**src/rtl/ei_axi4_pkg.sv**
```systemverilog
// ei_axi4_pkg: shared state type, index-width helper and AXI4 burst limit
// for the AXI4 write arbiter.
package ei_axi4_pkg;
   typedef enum logic [1:0] {IDLE = 2'd0, ADDR = 2'd1, DATA = 2'd2} arb_state_e;
   localparam int AXI4_MAX_LEN = 255;
   function automatic int idx_w(input int n);
      return (n > 1) ? $clog2(n) : 1;
   endfunction
endpackage

```
**src/rtl/ei_axi4_rr_pick.sv**
```systemverilog
// ei_axi4_rr_pick: combinational round-robin picker; selects the first
// requester at or after ptr, wrapping cyclically.
module ei_axi4_rr_pick
   import ei_axi4_pkg::*;
#(
   parameter int N = 4,
   parameter int IDX_W = idx_w(N)
) (
   input  logic [N-1:0]     req,
   input  logic [IDX_W-1:0] ptr,
   output logic [IDX_W-1:0] idx,
   output logic             any_req
);
   logic [IDX_W-1:0] lo, hi;
   logic             hi_v;
   // Descending scan: lowest requester overall, and lowest at or above ptr
   always_comb begin
      lo = '0;
      hi = '0;
      hi_v = 1'b0;
      for (int i = N - 1; i >= 0; i--) begin
         if (req[i]) begin
            lo = IDX_W'(i);
            if (IDX_W'(i) >= ptr) begin
               hi = IDX_W'(i);
               hi_v = 1'b1;
            end
         end
      end
   end
   assign idx = hi_v ? hi : lo;
   assign any_req = |req;
endmodule

```
**src/rtl/ei_axi4_wr_arbiter.sv**
```systemverilog
// ei_axi4_wr_arbiter: round-robin AXI4 AW+W arbiter with burst-locked grant and
// beat-count check. Optional stall timeout via EI_AXI4_ARB_TIMEOUT_EN.
module ei_axi4_wr_arbiter
   import ei_axi4_pkg::*;
#(
   parameter int NUM_MST = 4,
   parameter int ADDR_WIDTH = 32,
   parameter int DATA_WIDTH = 32,
   parameter int ID_WIDTH = 4,
`ifdef EI_AXI4_ARB_TIMEOUT_EN
   parameter int TIMEOUT_CYC = 256,
`endif
   localparam int IDX_W = idx_w(NUM_MST)
) (
   input  logic                            aclk,
   input  logic                            areset,
   input  logic [NUM_MST-1:0]              m_awvalid,
   output logic [NUM_MST-1:0]              m_awready,
   input  logic [NUM_MST*ADDR_WIDTH-1:0]   m_awaddr,
   input  logic [NUM_MST*ID_WIDTH-1:0]     m_awid,
   input  logic [NUM_MST*8-1:0]            m_awlen,
   input  logic [NUM_MST-1:0]              m_wvalid,
   output logic [NUM_MST-1:0]              m_wready,
   input  logic [NUM_MST*DATA_WIDTH-1:0]   m_wdata,
   input  logic [NUM_MST*DATA_WIDTH/8-1:0] m_wstrb,
   input  logic [NUM_MST-1:0]              m_wlast,
   output logic                            s_awvalid,
   input  logic                            s_awready,
   output logic [ADDR_WIDTH-1:0]           s_awaddr,
   output logic [ID_WIDTH+IDX_W-1:0]       s_awid,
   output logic [7:0]                      s_awlen,
   output logic                            s_wvalid,
   input  logic                            s_wready,
   output logic [DATA_WIDTH-1:0]           s_wdata,
   output logic [DATA_WIDTH/8-1:0]         s_wstrb,
   output logic                            s_wlast,
   output logic [IDX_W-1:0]                grant_idx,
`ifdef EI_AXI4_ARB_TIMEOUT_EN
   output logic                            timeout,
`endif
   output logic                            len_err
);
   localparam int LEN_W = $clog2(AXI4_MAX_LEN + 1);
   arb_state_e state_q, state_d;
   logic [IDX_W-1:0] grant_q, grant_d, rr_q, rr_d, pick_idx, next_ptr;
   logic [LEN_W-1:0] awlen_q, awlen_d, beat_q, beat_d;
   logic len_err_q, len_err_d, any_req, in_addr, in_data, aw_hs, w_hs;
`ifdef EI_AXI4_ARB_TIMEOUT_EN
   localparam int TO_W = $clog2(TIMEOUT_CYC + 1);
   logic [TO_W-1:0] stall_q, stall_d;
   logic timeout_q, timeout_d;
   assign timeout = timeout_q;
`endif

   ei_axi4_rr_pick #(.N(NUM_MST), .IDX_W(IDX_W)) u_pick (
      .req(m_awvalid), .ptr(rr_q), .idx(pick_idx), .any_req(any_req)
   );

   assign in_addr = state_q == ADDR;
   assign in_data = state_q == DATA;
   // Slave-side fields are forced to zero outside their phase
   assign s_awvalid = in_addr & m_awvalid[grant_q];
   assign s_awaddr = in_addr ? m_awaddr[grant_q*ADDR_WIDTH +: ADDR_WIDTH] : '0;
   assign s_awid = in_addr ? {grant_q, m_awid[grant_q*ID_WIDTH +: ID_WIDTH]} : '0;
   assign s_awlen = in_addr ? m_awlen[grant_q*8 +: 8] : '0;
   assign s_wvalid = in_data & m_wvalid[grant_q];
   assign s_wdata = in_data ? m_wdata[grant_q*DATA_WIDTH +: DATA_WIDTH] : '0;
   assign s_wstrb = in_data ? m_wstrb[grant_q*(DATA_WIDTH/8) +: DATA_WIDTH/8] : '0;
   assign s_wlast = in_data & m_wlast[grant_q];
   assign aw_hs = s_awvalid & s_awready;
   assign w_hs = s_wvalid & s_wready;
   assign next_ptr = (grant_q == IDX_W'(NUM_MST - 1)) ? '0 : grant_q + 1'b1;
   assign grant_idx = grant_q;
   assign len_err = len_err_q;

   always_comb begin
      m_awready = '0;
      m_wready = '0;
      m_awready[grant_q] = in_addr & s_awready;
      m_wready[grant_q] = in_data & s_wready;
   end

   always_comb begin
      state_d = state_q;
      grant_d = grant_q;
      rr_d = rr_q;
      awlen_d = awlen_q;
      beat_d = beat_q;
      len_err_d = w_hs & (s_wlast ? beat_q != awlen_q : beat_q == awlen_q);
      if (state_q == IDLE && any_req) begin
         state_d = ADDR;
         grant_d = pick_idx;
      end
      if (aw_hs) begin
         state_d = DATA;
         awlen_d = s_awlen;
         beat_d = '0;
      end
      if (w_hs) begin
         beat_d = beat_q + 1'b1;
         if (s_wlast) begin
            state_d = IDLE;
            rr_d = next_ptr;
         end
      end
`ifdef EI_AXI4_ARB_TIMEOUT_EN
      stall_d = ((in_addr || in_data) && !aw_hs && !w_hs) ? stall_q + 1'b1 : '0;
      timeout_d = stall_d == TO_W'(TIMEOUT_CYC);
      if (timeout_d) begin
         state_d = IDLE;
         rr_d = next_ptr;
         stall_d = '0;
      end
`endif
   end

   always_ff @(posedge aclk) begin
      if (areset) begin
         state_q <= IDLE;
         grant_q <= '0;
         rr_q <= '0;
         awlen_q <= '0;
         beat_q <= '0;
         len_err_q <= 1'b0;
`ifdef EI_AXI4_ARB_TIMEOUT_EN
         stall_q <= '0;
         timeout_q <= 1'b0;
`endif
      end else begin
         state_q <= state_d;
         grant_q <= grant_d;
         rr_q <= rr_d;
         awlen_q <= awlen_d;
         beat_q <= beat_d;
         len_err_q <= len_err_d;
`ifdef EI_AXI4_ARB_TIMEOUT_EN
         stall_q <= stall_d;
         timeout_q <= timeout_d;
`endif
      end
   end
endmodule

```
**config.mk**
```make
export PLATFORM = sky130hd
export DESIGN_NAME = ei_axi4_wr_arbiter
export DESIGN_NICKNAME = d
export VERILOG_FILES = /design/src/rtl/ei_axi4_pkg.sv /design/src/rtl/ei_axi4_rr_pick.sv /design/src/rtl/ei_axi4_wr_arbiter.sv
export SDC_FILE = /design/constraint.sdc
export NUM_CORES = 1
export LEC_CHECK = 0
export ABC_AREA = 1
export CAP_MARGIN = 20
export CORE_AREA = 3 3 168 170
export CTS_BUF_LIST = sky130_fd_sc_hd__clkbuf_2 sky130_fd_sc_hd__clkbuf_4 sky130_fd_sc_hd__clkbuf_8
export CTS_CLUSTER_DIAMETER = 30
export DETAILED_ROUTE_END_ITERATION = 8
export DIE_AREA = 0 0 171 173
export SETUP_SLACK_MARGIN = 0.5
export SYNTH_ARGS = -nofsm -noshare
export SYNTH_HDL_FRONTEND = slang
export SYNTH_SLANG_ARGS = --single-unit
```
**constraint.sdc**
```tcl
create_clock -name aclk -period 2.3 [get_ports aclk]
set_input_delay 0.345 -clock aclk [delete_from_list [all_inputs] [get_ports aclk]]
set_output_delay 0.345 -clock aclk [all_outputs]
set_load 0.01 [all_outputs]
```
==> flow_summary.json, run 1 <==
{
  "ys_ff_latch": 23,
  "register_area_sq_um": 468,
  "status": "completed",
  "powerDensity_nw_per_um2": 404,
  "grt_pass1_wl_um": 41200,
  "core_sq_um": 26900,
  "crit_required_ns": 1.96,
  "synth_cells": 852,
  "antenna_left": 0,
  "finalCriticalPeriod_ns": 2.09,
  "path_class": "flop to primary output",
  "start_kind": "flop",
  "worst-r2r-cell-count": 11,
  "h-tree-depth": 1,
  "totalWireLength_um": 29500,
  "vias": 7364,
  "cts_buffers": 3,
  "post_drt_via_cell_ratio": 4.46,
  "worst_path_max_delay_cell": "dfxtp_4",
  "antenna_found_initial": 2,
  "ios": 432,
  "fmax_mhz": 479,
  "maxCapViolCount": 0,
  "cts_tree": "built",
  "power_mw": 4.10,
  "min_path_type": "flop to flop",
  "path_clk_slew_ns": 0.09,
  "leakage_nw": 4.15,
  "hold_viol": 0,
  "grt_usage_pct": 17.6,
  "fill_cells": 2928,
  "drt-initial-drc-count": 407,
  "numPortBuffers": 431,
  "place_congestion": 0.918,
  "syn_area_per_cell_sq_um": 4.89,
  "grt-ovfl-total": 0,
  "post-route-drc-count": 0,
  "yosys_warnings": 0,
  "multi_input_area_sq_um": 3820,
  "root_buffer": "clkbuf_8",
  "grt_pass1_vias": 7068,
  "holdBufCountCts": 0,
  "clock-sinks": 23,
  "final_util_pct": 37.8,
  "slew_viol_final": 0,
  "setup_viol": 0,
  "die_h_um": 173,
  "ys_seq_area_share_pct": 11.1,
  "clk_path_buf_depth": 2,
  "end_kind": "primary output",
  "area_growth_pct": 144,
  "maxSlewHeadroom_pct": 57.9,
  "drive_gt1_share_pct": 22.6,
  "whs_path_depth": 2,
  "hpwl_um": 21200,
  "path_max_fanout": 8,
  "synth_fp_nets": 1193,
  "clock_latency_ns": 0.27,
  "start_util_pct": 15.5,
  "synth.distinct_cells": 25,
  "fin_crit_sh_pct": 90.8,
  "fin_skew_ns": 0.00595,
  "wl_per_cell_um": 17.9,
  "nNetsFinal": 1650,
  "rsz0062_at_grt": "yes",
  "setup_tns_ns": 0,
  "ir_drop_mv": 0.208,
  "crit_arrival_ns": 1.74,
  "worst_pin_slew_ns": 0.631,
  "firstDrtPassIters": 5,
  "crit_path_max_incr_delay_ns": 0.47,
  "dieArea_sq_um": 29600,
  "crit_chain": "buf_12 -> buf_8 -> buf_6 -> buf_4 -> nor2_4 -> nor2_1 -> o21ai_1 -> a21oi_1 -> buf_2",
  "syn_area_sq_um": 4160,
  "grt_max_degree": 61,
  "chipWidth_um": 171,
  "fp-row-count": 60
}
-- placed cells by master (no fill, tap or decap), types with 16 or more instances in the layout --
master | Yosys | final
a21oi_1 | 99 | 74
a21oi_2 | 0 | 19
buf_12 | 0 | 18
buf_2 | 13 | 68
buf_4 | 10 | 37
buf_6 | 4 | 16
clkdlybuf4s15_2 | 0 | 16
clkdlybuf4s50_1 | 0 | 336
dfxtp_1 | 23 | 21
inv_1 | 33 | 28
nand2_1 | 66 | 61
nand3_1 | 21 | 18
nor2_1 | 349 | 313
nor2_4 | 2 | 24
o21ai_0 | 159 | 82
o21ai_1 | 14 | 67
o21ai_2 | 0 | 20
-- where the power goes --
group          internal (mW)  total [mW]  leakage, nW  switching (mW)
clock                  0.123       0.264       0.0217           0.141
sequential             0.426       0.463        0.188          0.0377
combinational           1.71        3.37         3.94            1.67
total                   2.26        4.10         4.15            1.85
-- cell usage after synthesis --
cell type	instances	area share [%]
nand2_2	1	0.15
o211ai_1	1	0.18
nor2_2	1	0.15
nand3_4	1	0.42
inv_2	1	0.090
o21ai_1	14	1.7
nand3b_2	1	0.27
nor2_1	349	31
ha_1	5	1.5
a21oi_1	99	12
nand2_1	66	6.0
nor2_4	2	0.54
xor2_1	2	0.42
xnor2_1	5	1.1
buf_6	4	1.1
buf_1	7	0.63
nand3_1	21	2.5
clkbuf_1	31	2.8
buf_4	10	1.8
dfxtp_1	23	11
inv_1	33	3.0
nand3_2	2	0.48
o21ai_0	159	19
o21bai_1	1	0.18
buf_2	13	1.6
-- critical path: cells and delay by family (launching register included) --
kind / cells / cell delay, ns
buffers and inverters: 5 / 0.66
AO/OA/AOI/OAI: 2 / 0.21
AND/OR/NAND/NOR: 2 / 0.13
flip-flops: 1 / 0.47
-- cell type report --
cell class	count	area share [%]
Antenna cell	1	0.0246
Clock buffer	3	0.407
Clock inverter	1	0.0739
Inverter	34	1.49
Multi-Input combinational cell	730	37.6
Sequential cell	23	4.61
Tap cell	341	4.20
Timing Repair Buffer	516	51.5
Timing Repair inverter	1	0.0739
-- layer usage --
metal  vias to the layer above  routed length (um)  track usage (%)
met3                        38                2120             4.28
met5                         -                  13                0
met1                      3323               12200             22.0
li1                       3700                   -                -
met4                         2                 552             3.66
met2                       301               14600             30.6
-- final timing paths --
path / from / to / slack (ns)
max: grant_idx[0] / s_wdata[14] / 0.21
max reg2reg: grant_idx[0] / beat_q[0] / 0.52
min: beat_q[1] / beat_q[1] / 0.52
min reg2reg: beat_q[1] / beat_q[1] / 0.52
-- cell families (layout without fill, tap and decap cells) --
| logic type | after synthesis | count (layout) | share of synthesized area (%) |
|---|---|---|---|
| and+or+nand+nor | 444 | 444 | 42.0 |
| AOI/OAI and AO/OA | 274 | 274 | 33.1 |
| buffers and inverters | 99 | 555 | 10.9 |
| DFF | 23 | 23 | 11.1 |
| xor gates and xnor gates | 7 | 7 | 1.47 |
| adders and majority gates | 5 | 5 | 1.50 |
| other | 0 | 1 | 0 |
-- flip-flops by register name, indices dropped and copies added (netlist names) --
| name | flops |
|---|---|
| len_err | 1 |
| grant_idx | 2 |
| rr_q | 2 |
| awlen_q | 8 |
| beat_q | 8 |
| state_q | 2 |
-- timing repair --
action,in CTS,in global routing
buffers inserted,19,21
pin swaps,20,90
endpoints found under the setup margin,95,105
endpoints found under the hold margin,0,0
gates resized for setup,341,289
cloned,9,7
-- through the flow --
| step | area (sq um) | setup WS (ns) | hold slack, ns | instances |
|---|---|---|---|---|
| 2_1_floorplan | 4160 | 0.501 | 0.414 | 852 |
| 3_3_place_gp | 8940 | -0.0565 | 0.493 | 1589 |
| 3_5_place_dp | 8940 | -0.0524 | 0.515 | 1589 |
| 4_1_cts | 9410 | 0.184 | 0.528 | 1621 |
| 5_1_grt | 10200 | 0.125 | 0.550 | 1650 |
| 6_report | 10200 | 0.210 | 0.525 | 1650 |
Power figures use the tool's default switching activity.
==> run 2: changes to the inputs <==
Settings changed: CORE_AREA 3 3 168 170 to 2 2 167 169, DIE_AREA 0 0 171 173 to 0 0 169 171.
==> flow_summary.json, run 2 (synthesis results as in run 1) <==
{
  "numPortBuffers": 431,
  "maxCapViolCount": 0,
  "fp-row-count": 61,
  "area_growth_pct": 147,
  "clock-sinks": 23,
  "clk_path_buf_depth": 2,
  "cp_top_family": "buffers and inverters",
  "hold_viol": 0,
  "worst_path_max_delay_cell": "dfxtp_4",
  "crit_arrival_ns": 1.68,
  "maxSlewHeadroom_pct": 79.2,
  "dieArea_sq_um": 28900,
  "vias": 7376,
  "firstDrtPassIters": 5,
  "die_h_um": 171,
  "antenna_left": 0,
  "fin_crit_sh_pct": 88.3,
  "worst_pin_slew_ns": 0.312,
  "crit_required_ns": 1.96,
  "start_kind": "flop",
  "min_path_type": "flop to flop",
  "placed_cell_area_sq_um": 8980,
  "crit_chain": "buf_12 -> buf_6 -> buf_12 -> buf_16 -> nor2_2 -> nor2_1 -> o21ai_1 -> a21oi_1 -> buf_2",
  "hold_slack_ns": 0.509,
  "slew_viol_final": 0,
  "status": "completed",
  "ios": 432,
  "crit_buf_inv": 5,
  "setup_viol": 0,
  "root_buffer": "clkbuf_8",
  "wl_per_cell_um": 18.0,
  "crit_path_max_incr_delay_ns": 0.40,
  "cts_buffers": 3,
  "chipWidth_um": 169,
  "rsz0062_at_grt": "yes",
  "cts_tree": "built",
  "end_kind": "primary output",
  "totalWireLength_um": 29600,
  "reg_top3": "awlen_q x8, beat_q x8",
  "h-tree-depth": 1,
  "clock_latency_ns": 0.27,
  "nNetsFinal": 1643,
  "ir_drop_mv": 0.205,
  "grt-ovfl-total": 0,
  "fin_skew_ns": 0.00350,
  "post-route-drc-count": 0,
  "path_clk_slew_ns": 0.08,
  "grt_pass1_wl_um": 42600,
  "grt_max_degree": 50,
  "post_drt_via_cell_ratio": 4.48,
  "start_util_pct": 15.2,
  "finalCriticalPeriod_ns": 2.03,
  "hpwl_um": 21000,
  "leakage_nw": 4.26,
  "final_common_cell": "clkdlybuf4s50_1",
  "antenna_found_initial": 1,
  "core_sq_um": 27300,
  "grt_usage_pct": 19.1,
  "most-common-layout-cells": "clkdlybuf4s50_1, nor2_1, o21ai_1, a21oi_1, buf_2",
  "path_class": "flop to primary output",
  "crit_top_cell": "buf_12",
  "fmax_mhz": 493,
  "holdBufCountCts": 0,
  "final_area_sq_um": 10300,
  "drive_gt1_share_pct": 22.5,
  "place_congestion": 0.956,
  "drt-initial-drc-count": 383,
  "grt_pass1_vias": 7114,
  "powerDensity_nw_per_um2": 420,
  "path_max_fanout": 8
}
-- run 2: worst min-delay path: cells and delay by family, from the launching register on --
family | cells | cell delay, ns
DFF | 1 | 0.33
and+or+nand+nor | 2 | 0.15
-- run 2: final cells by class --
class | instances | area, sq um
Timing Repair Buffer | 509 | 5370
Timing Repair inverter | 1 | 20.0
Antenna cell | 1 | 2.50
Inverter | 34 | 145
Tap cell | 346 | 433
Fill cell | 2936 | 17000
Clock buffer | 4 | 48.8
Sequential cell | 23 | 468
Multi-Input combinational cell | 730 | 3810
-- run 2: through the flow --
| stage | power, mW | instances | setup slack [ns] | TNS (ns) | util [%] |
|---|---|---|---|---|---|
| floorplan | 1.70 | 852 | 0.501 | 0 | - |
| global placement | 3.14 | 1590 | -0.134 | -0.134 | 32.9 |
| detailed placement | 3.15 | 1590 | -0.0610 | -0.0610 | 32.9 |
| CTS | 4.13 | 1639 | 0.265 | 0 | 36.3 |
| global route | 4.64 | 1648 | 0.167 | 0 | 37.7 |
| finish | 4.33 | 1648 | 0.270 | 0 | 37.7 |
-- run 2: final timing paths --
check / from / cells past startpoint / endpoint / slack, ns
setup reg to reg: grant_idx[0] / 11 / rr_q[1] / 0.70
hold reg to reg: rr_q[0] / 2 / rr_q[0] / 0.51
setup / recovery: grant_idx[0] / 9 / s_awaddr[28] / 0.27
hold / removal: rr_q[0] / 2 / rr_q[0] / 0.51
-- run 2: power by group --
part | internal [mW] | switching (mW) | total [mW]
Sequential | 0.425 | 0.0272 | 0.453
Clock | 0.136 | 0.135 | 0.271
Combinational | 1.85 | 1.75 | 3.60
Total | 2.41 | 1.91 | 4.33
-- run 2: timing repair --
| item | 4_1_cts | 5_1_grt |
|---|---|---|
| cloned | 21 | 4 |
| setup endpoints to repair | 95 | 95 |
| buffers inserted | 24 | 4 |
| pin swaps | 68 | 87 |
| gates resized for setup | 520 | 164 |
-- run 2: metal layers --
layer,vias up,part of all wire [%],GRT usage [%]
met5,-,0,0
met4,0,2.4,4.24
met3,55,7.2,4.56
met2,316,49,34.1
met1,3308,41,23.3
li1,3697,-,-
==> run 3: changes to the inputs <==
Settings changed: HOLD_SLACK_MARGIN set to 0.12.
==> results of run 3 <==
The final DEF is identical to that of run 2; final timing and power are the same.
